<file path="src/rtl/cardinal_dmem_arbiter.sv">
// cardinal_dmem_arbiter: round-robin arbiter sharing one dmem port among N_REQ requesters.
// Optional DMEM_ARB_LOCK_EN adds a per-requester lock input for atomic read-modify-write.
module cardinal_dmem_arbiter #(
  parameter int N_REQ  = 4,
  parameter int ADDR_W = 8,
  parameter int DATA_W = 64
) (
  input  logic                      clk,
  input  logic                      reset,
`ifdef DMEM_ARB_LOCK_EN
  input  logic [N_REQ-1:0]          lock,
`endif
  input  logic [N_REQ-1:0]          req,
  input  logic [N_REQ-1:0]          wr_en,
  input  logic [N_REQ*ADDR_W-1:0]   addr,
  input  logic [N_REQ*DATA_W-1:0]   wdata,
  output logic [N_REQ-1:0]          gnt,
  output logic [N_REQ-1:0]          rvalid,
  output logic [DATA_W-1:0]         rdata,
  output logic                      memEn,
  output logic                      memWrEn,
  output logic [ADDR_W-1:0]         memAddr,
  output logic [DATA_W-1:0]         memDataIn,
  input  logic [DATA_W-1:0]         memDataOut
);
  localparam int PW = $clog2(N_REQ);
  logic [PW-1:0]     r_ptr, r_rd_tag, w_win, w_cand;
  logic              r_rd_pend, w_any, w_rd_out;
  logic [DATA_W-1:0] r_rdata;
  logic [N_REQ-1:0]  w_elig;
`ifdef DMEM_ARB_LOCK_EN
  logic              r_lock_own;
  logic [PW-1:0]     r_lock_idx;
  assign w_elig = reset ? '0 : r_lock_own ? (req & (N_REQ'(1) << r_lock_idx)) : req;
`else
  assign w_elig = reset ? '0 : req;
`endif
  // descending scan so the candidate closest to r_ptr is the last one written
  always_comb begin
    w_win  = r_ptr;
    w_any  = 1'b0;
    w_cand = '0;
    for (int k = N_REQ - 1; k >= 0; k--) begin
      w_cand = r_ptr + PW'(k);
      if (w_elig[w_cand]) begin
        w_win = w_cand;
        w_any = 1'b1;
      end
    end
  end
  assign gnt       = w_any ? (N_REQ'(1) << w_win) : '0;
  assign memEn     = w_any;
  assign memWrEn   = w_any & wr_en[w_win];
  assign memAddr   = w_any ? addr[w_win*ADDR_W +: ADDR_W] : '0;
  assign memDataIn = w_any ? wdata[w_win*DATA_W +: DATA_W] : '0;
  // a response landing while reset is high is dropped
  assign w_rd_out  = r_rd_pend & ~reset;
  assign rvalid    = w_rd_out ? (N_REQ'(1) << r_rd_tag) : '0;
  assign rdata     = w_rd_out ? memDataOut : r_rdata;
  always_ff @(posedge clk) begin
    if (reset) begin
      r_ptr     <= '0;
      r_rd_pend <= 1'b0;
      r_rd_tag  <= '0;
      r_rdata   <= '0;
    end else begin
      r_rd_pend <= w_any & ~wr_en[w_win];
      if (w_any) r_ptr <= w_win + PW'(1);
      if (w_any & ~wr_en[w_win]) r_rd_tag <= w_win;
      if (r_rd_pend) r_rdata <= memDataOut;
    end
  end
`ifdef DMEM_ARB_LOCK_EN
  // while locked the owner is the only winner, so r_ptr already sits at r_lock_idx+1
  always_ff @(posedge clk) begin
    if (reset) begin
      r_lock_own <= 1'b0;
      r_lock_idx <= '0;
    end else if (r_lock_own) begin
      if (!req[r_lock_idx] || (w_any && !lock[w_win])) r_lock_own <= 1'b0;
    end else if (w_any && lock[w_win]) begin
      r_lock_own <= 1'b1;
      r_lock_idx <= w_win;
    end
  end
`endif
endmodule

</file>
<file path="config.mk">
export PLATFORM = sky130hd
export DESIGN_NAME = cardinal_dmem_arbiter
export DESIGN_NICKNAME = d
export VERILOG_FILES = /design/src/rtl/cardinal_dmem_arbiter.sv
export SDC_FILE = /design/constraint.sdc
export NUM_CORES = 1
export LEC_CHECK = 0
export BUFFER_PORTS_ARGS = -buffer_cell sky130_fd_sc_hd__buf_4
export CORE_AREA = 3 3 198 200
export DETAILED_ROUTE_END_ITERATION = 7
export DIE_AREA = 0 0 201 203
export SLEW_MARGIN = 10
export SYNTH_ARGS = -nofsm -noshare
export SYNTH_HDL_FRONTEND = slang
export SYNTH_SLANG_ARGS = --single-unit
</file>
<file path="constraint.sdc">
create_clock -name clk -period 4.7 [get_ports clk]
set_input_delay 0.47 -clock clk [delete_from_list [all_inputs] [get_ports clk]]
set_output_delay 0.47 -clock clk [all_outputs]
set_load 0.02 [all_outputs]
</file>
Word level (Yosys, flattened, before mapping)
Cells that the tools add are included.

Add/subtract/negate cells: 4. Magnitude comparators: 5. Shift operators: 4. Multiplexer cells: 24. Bitwise logic cells: 5.

Operators with widths (number): $shiftx 256x9->64 (1); $mux 64 (2); $shiftx 32x6->8 (1); $lt 2x3->1 const B (5); $mux 4 (3); $bmux 1 s2 (5); $mux 1 (9); $mux 2 (4); $mux 8 (1); $shl 1x2->4 const A (2); $add 2x1->2 const B (2); $add 2x2->2 const B (2); $and 1x1->1 (3); $not 1->1 (2).

Flip-flop bits (word level): 69. Output and inout port bits: 146.

Logic depth before layout (Yosys ltp)
Depth in word-level cells: 11. Mapped depth: 11.

Worst setup path after synthesis
OpenSTA, ideal clock, no wires.

Path type: input -> output. From: input req[2]. To: output memDataIn[38]. Arrival: 2.187 ns. Setup slack: 2.043 ns. Stages: 8. Cell sequence: nor2b_2 -> mux2i_1 -> or3_1 -> o2111ai_2 -> buf_8 -> buf_6 -> mux4_2 -> and2_1.

Word-level cells in the longest chain between the ends: 9. Elaborated cells on any way between the ends: 19. Classes of those cells: 1 x shift; 18 x mux.

Ends and longest elaborated chain: start, declared (RTL line 13) `input logic [N_REQ-1:0] req,`; $mux 4 * (RTL line 36) `assign w_elig = reset ? '0 : req;`; $bmux 1 s2 (RTL line 45) `if (w_elig[w_cand]) begin`; $mux 1 (implied by the code) (RTL line 45); $mux 2 (4 in series) (RTL line 45); $shiftx 256x9->64 (RTL line 55) `assign memDataIn = w_any ? wdata[w_win*DATA_W +: DATA_W] : '0;`; $mux 64 * (RTL line 55); end, declared (RTL line 23) `output logic [DATA_W-1:0] memDataIn,`.

Every way passes the cells marked *; elsewhere a longest branch is shown, timed or not. The select of a mux whose other input is x is not followed.

Final worst setup path
From: register r_ptr[0]. To: output memDataIn[55].

Word-level cells in the longest chain between the ends: 9. Elaborated cells on any way between the ends: 21. Classes of those cells: 3 x add/sub; 1 x shift; 17 x mux.

Ends and longest elaborated chain: start, declared (RTL line 27) `logic [PW-1:0] r_ptr, r_rd_tag, w_win, w_cand;`; start signal, assigned (RTL line 68) `if (w_any) r_ptr <= w_win + PW'(1);`; $add 2x2->2 (RTL line 44) `w_cand = r_ptr + PW'(k);`; $bmux 1 s2 (RTL line 45); $mux 1 (implied by the code) (RTL line 45); $mux 2 (4 in series) (RTL line 45); $shiftx 256x9->64 (RTL line 55); $mux 64 * (RTL line 55).

Marks and branches as above.

==> summary.txt <==
Floorplan
  • Die W: 201 microns
  • Core ar.: around 38000 sq um
  • FP Rows: 71
  • Die H: 203 microns
  • Initial Utilization: roughly 15%
  • Die Area: 40800 sq um
  • Io pins: 508

Pwr
  • Peak supply drop: 0.1496 mV
  • Pwr dens: 277.7 nW/um^2
  • Static Leak: 4.800 nW

GRT
  • Initial antenna violation count: 5
  • First-pass GRT wire length: 44280 microns
  • Remaining Overflow, GRT: 0
  • Largest net degree at the start of global routing: 57
  • Number of global-route vias before repair: 6595
  • Gr usage total: between 10 and 15%

Routing
  • Post-route ant nets: 0
  • Final WL: 31010 microns
  • Routed wire per std cell: 20.46 microns
  • Via density per instance: 4.096
  • Drt pass-1 iters: 4
  • Via count: between 6000 and 7000
  • Remaining DRCs: 0
  • Iter 0 DRT Violations: 226

Clock tree
  • Number of H-tree levels: 3
  • Clk sink count: 69
  • Num CTS Buffers: 9
  • Clk buf depth: 2
  • # resized after CTS: 0
  • Hold_buf cts: 0
  • Clk_lat worst skew: between 0.3 and 0.4 ns
  • Setup repair bufs after CTS: 0
  • CTS root buf: clkbuf_16
  • Register clock-pin slew on the reported worst setup and hold paths: 0.06 ns
  • TritonCTS clock tree: built

STA
  • Layout Skew: between 0.004 and 0.005 ns
  • Final Slew Violations: 0
  • Final worst path period share: 77.36%
  • Slew at the pin with the worst max-slew slack: 0.8116 ns
  • Final setup fails: 0
  • Hold_ws: 0.3697 ns
  • Setup TNS: 0 ns
  • Post-layout minimum cycle time: 3.636 ns
  • F_max: 0.2750 GHz
  • Slew margin rel.: between 40% and 50%
  • Fin. Hold Viols: 0
  • Unrepaired setup endpoints after global routing: no

Logic synthesis
  • Distinct cells, synth: 37
  • Post-synth EDFFs: 0
  • Netlist Area Pre-Place: 5727 sq um
  • Most used DFF post-synth: dfxtp_1
  • Ys Warns: 0
  • Post-synthesis sequential area ratio: 24.12%
  • Mapped Cells: 517
  • Yosys reg bits: 69
  • Async S/R FF share, synth: 0%
  • Post-Syn Nets: 883
  • Mean post-synth cell area: 11.08 sq um

Job
  • Max Cap Viol: 0

Critical path
  • Worst Path Max Fanout: 22
  • Worst setup EP type: output pin
  • Crit path DAT: 3.17 ns
  • Critical Path RT: 4.23 ns
  • Worst Setup Start Kind: flip-flop
  • Critical path start-end classification: reg -> out

Placement
  • Post-DP HPWL: 26500 microns
  • Placer Congestion: 0.9703
  • IO Port Bufs: approximately 500

Run status
  • Status: completed

Final layout
  • Area Overhead vs Synth: 81.28%
  • Layout cell share with drive strength beyond 1: between 60% and 70%
  • # nets final: ~1400

Hold path
  • Hold Path Class: in -> reg
synthesized netlist by cell type, drive strengths merged, types with 2 or more instances:
cell type | n | area (sq um)
mux2i | 70 | 700.7
mux4 | 72 | 1622
ha | 4 | 50.05
a21oi | 3 | 15.01
dfxtp | 69 | 1381
buf | 25 | 165.2
nand2 | 8 | 30.03
o21ai | 3 | 15.01
and2 | 76 | 475.5
mux2 | 64 | 720.7
nor2 | 73 | 274.0
inv | 5 | 18.77
clkbuf | 23 | 86.33
and3 | 2 | 12.51
nor2b | 5 | 36.29
power breakdown:
group | switching, mW | total (mW) | internal [mW]
combinational | 0.657 | 1.44 | 0.780
sequential | 0.0431 | 0.683 | 0.639
clock | 0.273 | 0.763 | 0.490
total | 0.974 | 2.88 | 1.91
worst max-delay path: stages (launching register included):
cell       delay (ns)
dfxtp_1          0.59
mux2i_1          0.13
or3_1            0.36
o2111ai_4        0.30
buf_4            0.51
mux4_2           0.56
and2_1           0.20
buf_4            0.16
final timing paths:
check / startpoint / end / slack (ns) / cells after the start
max: r_ptr[0] / memDataIn[55] / 1.06 / 7
min: memDataOut[10] / r_rdata[10] / 0.37 / 3
max reg2reg: r_ptr[0] / r_rd_tag[0] / 2.07 / 7
min reg2reg: r_rdata[12] / r_rdata[12] / 0.49 / 2
layout by cell type (no fill, tap or decap), types with 2 or more instances in the layout:
master,synthesis,final
mux2_2,64,64
buf_12,1,2
nor2b_2,2,2
a21oi_1,3,3
diode_2,0,5
nand2_1,8,8
nor2b_1,3,2
clkbuf_8,0,3
mux2i_1,70,70
dfxtp_1,69,68
and2_1,76,76
o21ai_1,2,2
buf_4,5,513
ha_1,4,4
inv_1,5,4
clkbuf_16,0,10
mux4_2,72,72
nor2_1,73,73
and3_1,2,2
sequential cells by signal, summed over array words and instances, names as in the netlist:
signal,flops
r_rdata,64
r_ptr,2
r_rd_tag,2
r_rd_pend,1
per-stage QoR:
step	instance area [sq um]	std cells	setup slack, ns	util (%)	total power [mW]
final	10380	1516	1.064	27.63	2.883
after global routing	10380	1516	0.8413	27.63	3.046
after CTS	10370	1511	0.9774	27.59	2.939
after detailed placement	10030	1495	1.206	26.69	2.152
after global placement	10030	1495	1.224	26.69	2.141
after floorplan	5727	517	2.043	-	1.521
routing by layer:
metal  GRT usage, %  share of wire, %
met1          16.49                38
met2          24.60                49
met3          5.195               9.6
met4          5.370               3.2
met5              0                 0
cell type report:
cell class                 count  area (sq um)
multi-input combinational    394          4090
sequential                    69          1385
timing repair buffer         515          3891
fill                        4032         27200
clock inverter                 3         47.55
inverter                       6         23.77
tap                          511         639.4
antenna                        5         12.51
clock buffer                  13         291.5
logic make-up (layout without fill, tap and decap cells):
kind of cell	count (synthesis)	in the layout	synth area share, %
multiplexers	206	206	53.14
AO/OA/AOI/OAI	15	15	2.010
adder cells (fa/ha/maj)	4	4	0.8740
other	0	5	0
buffers and inverters	54	537	4.785
flip-flops	69	69	24.12
AND/OR/NAND/NOR	169	169	15.08
Note: power is estimated with default switching activity, not from simulation.
